$ cat src/rtl/vram_readback_check_m.sv
// VRAM readback checker: captures the fill sequencer's write stream into a Fletcher-16
// checksum, reads the whole VRAM back and compares the readback checksum with it.
module vram_readback_check_m #(
    parameter int VRAM_ADDR_WIDTH = 12,
    parameter int VRAM_SIZE       = 2304
) (
    input  logic                       clk,
    input  logic                       rst,
    input  logic                       start,
    input  logic [7:0]                 wr_data,
    input  logic [VRAM_ADDR_WIDTH-1:0] wr_address,
    input  logic                       wr_enable,
    output logic [VRAM_ADDR_WIDTH-1:0] rd_address,
    output logic                       rd_enable,
    input  logic [7:0]                 rd_data,
    output logic                       busy,
    output logic                       done,
    output logic                       pass,
    output logic                       order_error,
    output logic [15:0]                wr_sum,
    output logic [15:0]                rd_sum,
    output logic [12:0]                wr_count
);

    localparam logic [2:0] S_IDLE    = 3'd0;
    localparam logic [2:0] S_CAPTURE = 3'd1;
    localparam logic [2:0] S_READ    = 3'd2;
    localparam logic [2:0] S_DRAIN   = 3'd3;
    localparam logic [2:0] S_DONE    = 3'd4;

    localparam logic [VRAM_ADDR_WIDTH-1:0] LAST_ADDR = VRAM_ADDR_WIDTH'(VRAM_SIZE - 1);
    localparam logic [12:0]                FULL_COUNT = 13'(VRAM_SIZE);

    logic [2:0]                 r_state;
    logic [VRAM_ADDR_WIDTH-1:0] r_exp_addr;
    logic [VRAM_ADDR_WIDTH-1:0] r_rd_addr;
    logic                       r_rd_pending;
    logic [15:0]                r_wr_sum;
    logic [15:0]                r_rd_sum;
    logic [12:0]                r_wr_count;
    logic                       r_order_error;
    logic                       w_in_read;

    // Fletcher-16 step: each half kept in 0..254 via a single conditional subtract.
    function automatic logic [15:0] f_fletcher(input logic [15:0] sum, input logic [7:0] b);
        logic [8:0] s1;
        logic [8:0] s2;
        s1 = {1'b0, sum[7:0]} + {1'b0, b};
        if (s1 >= 9'd255) s1 = s1 - 9'd255;
        s2 = {1'b0, sum[15:8]} + s1;
        if (s2 >= 9'd255) s2 = s2 - 9'd255;
        return {s2[7:0], s1[7:0]};
    endfunction

    assign w_in_read = (r_state == S_READ);

    // Control FSM, write-stream capture and readback accumulation.
    always_ff @(posedge clk or posedge rst) begin
        if (rst) begin
            r_state       <= S_IDLE;
            r_exp_addr    <= '0;
            r_rd_addr     <= '0;
            r_rd_pending  <= 1'b0;
            r_wr_sum      <= '0;
            r_rd_sum      <= '0;
            r_wr_count    <= '0;
            r_order_error <= 1'b0;
        end else if (start) begin
            // Restart from any state; an in-flight read beat is dropped with the old sum.
            r_state       <= S_CAPTURE;
            r_exp_addr    <= '0;
            r_rd_addr     <= '0;
            r_rd_pending  <= 1'b0;
            r_wr_sum      <= '0;
            r_rd_sum      <= '0;
            r_wr_count    <= '0;
            r_order_error <= 1'b0;
        end else begin
            // Read data arrives one cycle after the strobe, so DRAIN takes the last byte.
            r_rd_pending <= w_in_read;
            if (r_rd_pending) r_rd_sum <= f_fletcher(r_rd_sum, rd_data);
            case (r_state)
                S_CAPTURE: begin
                    if (wr_enable) begin
                        r_wr_sum <= f_fletcher(r_wr_sum, wr_data);
                        if (r_wr_count != 13'h1FFF) r_wr_count <= r_wr_count + 13'd1;
                        if (wr_address != r_exp_addr) r_order_error <= 1'b1;
                        r_exp_addr <= r_exp_addr + 1'b1;
                    end else if (r_wr_count != 13'd0) begin
                        r_state   <= S_READ;
                        r_rd_addr <= '0;
                    end
                end
                S_READ: begin
                    if (r_rd_addr == LAST_ADDR) r_state <= S_DRAIN;
                    else r_rd_addr <= r_rd_addr + 1'b1;
                end
                S_DRAIN: r_state <= S_DONE;
                S_IDLE, S_DONE: r_state <= r_state;
                default: r_state <= S_IDLE;
            endcase
        end
    end

    // Outputs decoded from state so reset clears them without waiting for a clock.
    always_comb begin
        rd_enable   = w_in_read;
        rd_address  = w_in_read ? r_rd_addr : '0;
        busy        = (r_state == S_CAPTURE) || w_in_read || (r_state == S_DRAIN);
        done        = (r_state == S_DONE);
        pass        = done && (r_wr_sum == r_rd_sum) && (r_wr_count == FULL_COUNT) &&
                      !r_order_error;
        order_error = r_order_error;
        wr_sum      = r_wr_sum;
        rd_sum      = r_rd_sum;
        wr_count    = r_wr_count;
    end

endmodule

$ cat config.mk
export PLATFORM = sky130hd
export DESIGN_NAME = vram_readback_check_m
export DESIGN_NICKNAME = d
export VERILOG_FILES = /design/src/rtl/vram_readback_check_m.sv
export SDC_FILE = /design/constraint.sdc
export NUM_CORES = 1
export LEC_CHECK = 0
export ABC_AREA = 1
export CORE_MARGIN = 2
export CORE_UTILIZATION = 40
export CTS_BUF_LIST = sky130_fd_sc_hd__clkbuf_4
export DETAILED_ROUTE_END_ITERATION = 8
export GPL_TIMING_DRIVEN = 0
export SYNTH_ARGS = -nofsm -noshare
export SYNTH_HDL_FRONTEND = slang
export SYNTH_SLANG_ARGS = --single-unit
$ cat constraint.sdc
create_clock -name clk -period 6.49 [get_ports clk]
set_input_delay 0.9735 -clock clk [delete_from_list [all_inputs] [get_ports clk]]
set_output_delay 0.9735 -clock clk [all_outputs]
set_load 0.02 [all_outputs]
==> impl_metrics.toml <==
[setup_path]
startpoint_type = "input port"
worstPathArrival_ns = 5.78
critPathKind = "input port to flop"
cp.required_ns = 6.82
cp_max_fo = 10
slowest_delay_ns = 0.44
critPathCaptureType = "flop"
critPathSlowestCell = "clkdlybuf4s50_1"

[yosys]
yosysUniqueCellTypes = 49
synth_area_per_cell_um2 = 7.03
ys.flop_type = "dfrtp_1"
synth-seq-area-share_pct = 29.6
yosys_warnings = 0
ys_ff_latch = 74
synth_edf_count = 0
ys_top_cells_by_area = "dfrtp_1 (30%), nand2_1 (12%), inv_1 (8.9%)"
synth_top_area_share_pct = 29.6
synth_nets = 969
async_flop_share_pct = 100
syn_area_um2 = 6260
yosys.area.top_type = "dfrtp_1"
synthCells = 891

[sta]
fin_skew_ns = 0.0215
finalCritPeriodShare_pct = 84.0
relSlewSlack_pct = 54.1
period_needed_ns = 5.45
rsz0062_at_grt = "no"
hold_violations = 0
maxSlewViolCount = 0
fin_setup_tns_ns = 0
worstMarginPinSlew_ns = 0.686
finalWorstSetupSlack_ns = 1.04
hold-worst-slack_ns = 0.537
fmax_mhz = 183
setup_viol = 0

[pwr]
p_leak_uw = 0.00371
ir_drop_uv = 323
p_sw_share_pct = 53.4
intPower_uw = 1660
p_sw_uw = 1900
pwr-share-comb_pct = 70.3
powerDensity_nw_per_um2 = 466
seq_power_share_pct = 20.2
pwr-share-clk_pct = 9.5

[cts]
h-tree-depth = 3
cts_num_sinks = 74
clkLatencyLatePin_ns = 0.45
clockBufferDepth = 2
cts_tree = "built"
cts_buffers = 9
clk_pin_slew_worst_paths_ns = 0.13
clock-root-buffer = "clkbuf_4"
cts_setup_buffers = 0
hold_buffers = 0
cts-resized-gates = 0

[place]
globalplace.congestion = 0.877
place_ws_ns = 0.570
io_buffers = 92
dpl.hpwl_mm = 13.5

[floorplan]
die_area_um2 = 16700
start_util_pct = 41.0
die_w_um = 129
fp-row-count = 45
core_area_um2 = 15300
die_y_um = 129
pin_count = 94

[global_routing]
grt_usage_pct = 21.2
grt_pass1_wl_mm = 28.2
antenna_found_initial = 0
overflow = 0
grt_max_degree = 61
grt_pass1_vias = 5587

[cells_and_area]
antenna_cells = 0
finalNetCount = 1073
area_growth_pct = 22.0
drive_above_1_share_pct = 7.20
fillerInstances = 1581

[detailed_routing]
routed_wl_mm = 17.1
ant_nets = 0
drtIter0Drc = 366
vias = 6006
remaining_drc_errors = 0
post_drt_via_cell_ratio = 4.96
drt-wirelength-per-cell_um = 14.1
firstDrtPassIters = 5

[status]
status = "finished clean"

[worst_hold_path]
hold_path_class = "flop to flop"

[flow_run]
max_cap_violations = 0
-- worst paths after layout --
path / from / end / slack, ns / cells after the start
min in group asynchronous: rst / wr_count[2] / 0.79 / 2
min: r_rd_addr[4] / r_rd_addr[4] / 0.54 / 1
max reg2reg: rd_sum[0] / rd_sum[10] / 1.50 / 27
max: wr_data[0] / wr_sum[14] / 1.04 / 29
max in group asynchronous: rst / wr_sum[15] / 5.11 / 3
min reg2reg: r_rd_addr[4] / r_rd_addr[4] / 0.54 / 1
-- cells by family after synthesis --
family                     synth area share, %
adders and majority gates                 9.67
AOI/OAI and AO/OA                         10.6
DFF                                       29.6
and+or+nand+nor                           33.6
buffers and inverters                     10.4
xor gates and xnor gates                  6.14
-- power by group through the flow --
stage / Combinational (µW) / Clock, µW / Sequential (µW)
after detailed placement: 2500 / 0 / 730
final: 2500 / 338 / 720
after floorplan: 1800 / 0 / 757
after global placement: 2480 / 0 / 729
after CTS: 2510 / 349 / 722
after global routing: 2840 / 364 / 736
-- area by class of cell --
cell class	count	area, µm²	share of cell area (%)
Timing Repair Buffer	93	948	12.4
Sequential cell	74	1850	24.3
Tap cell	211	264	3.46
Buffer	12	62.6	0.819
Multi-Input combinational cell	648	3760	49.2
Inverter	157	592	7.75
Clock inverter	7	92.6	1.21
Clock buffer	9	67.6	0.885
-- through the flow --
stage | std cells | total power, µW | instance area (µm²) | utilization [%]
global placement | 1194 | 3210 | 7450 | 48.8
CTS | 1211 | 3580 | 7640 | 50.0
global route | 1211 | 3940 | 7640 | 50.0
finish | 1211 | 3560 | 7640 | 50.0
detailed placement | 1195 | 3230 | 7480 | 49.0
floorplan | 891 | 2550 | 6260 | -
-- state kept, by name, summed over array words and instances (netlist names) --
name,cells
wr_count,13
r_state,3
rd_sum,16
wr_sum,16
r_rd_addr,12
order_error,1
r_rd_pending,1
r_exp_addr,12
-- worst max-delay path, delay by kind of cell --
kind	cells	cell delay, ns
XOR/XNOR	1	0.28
adder cells (fa/ha/maj)	6	1.68
buffers and inverters	6	0.88
AND/OR/NAND/NOR	16	1.98
-- routing by layer --
metal	part of all wire, %	track usage (%)
met5	0	0
met4	1.6	5.18
met3	4.1	2.97
met2	45	33.6
met1	49	30.8
-- synth_stat cells (3+ instances only) --
| cell | n |
|---|---|
| or2_2 | 6 |
| nand3b_1 | 7 |
| nor2_1 | 81 |
| xnor2_1 | 8 |
| o21ai_0 | 32 |
| fa_1 | 4 |
| clkbuf_1 | 8 |
| inv_1 | 149 |
| o22ai_1 | 14 |
| nand2_2 | 6 |
| a31oi_1 | 4 |
| ha_1 | 42 |
| a21o_1 | 3 |
| nand2_1 | 203 |
| nor3_1 | 17 |
| nor3_2 | 5 |
| a21oi_1 | 38 |
| nor4_1 | 9 |
| dfrtp_1 | 74 |
| nand3_4 | 3 |
| nand2_4 | 4 |
| xor2_1 | 34 |
| nor2_2 | 4 |
| nand3_2 | 5 |
| a221oi_1 | 4 |
| nor3b_1 | 3 |
| o21ai_1 | 5 |
| nand4_1 | 27 |
| inv_2 | 8 |
| nand3_1 | 59 |
-- placed cells by master (no fill, tap or decap), types with 4 or more instances in the layout --
master and instances:
nand4_1 27, ha_1 42, nand3_2 5, o22ai_1 14, nand2_1 203, or2_2 6, clkbuf_4 9, nor3_2 5
fa_1 4, dfrtp_1 74, nor4_1 9, o21ai_1 5, nor2_2 4, nor3_1 17, nand3_1 59, a221oi_1 4
nor2_1 81, o21ai_0 32, a21oi_1 38, nand2_4 4, nand3b_1 7, nand2_2 6, inv_2 8, a31oi_1 4
inv_1 148, xor2_1 34, clkbuf_1 8, xnor2_1 8, clkdlybuf4s50_1 92
Note: power is estimated with default switching activity, not from simulation.
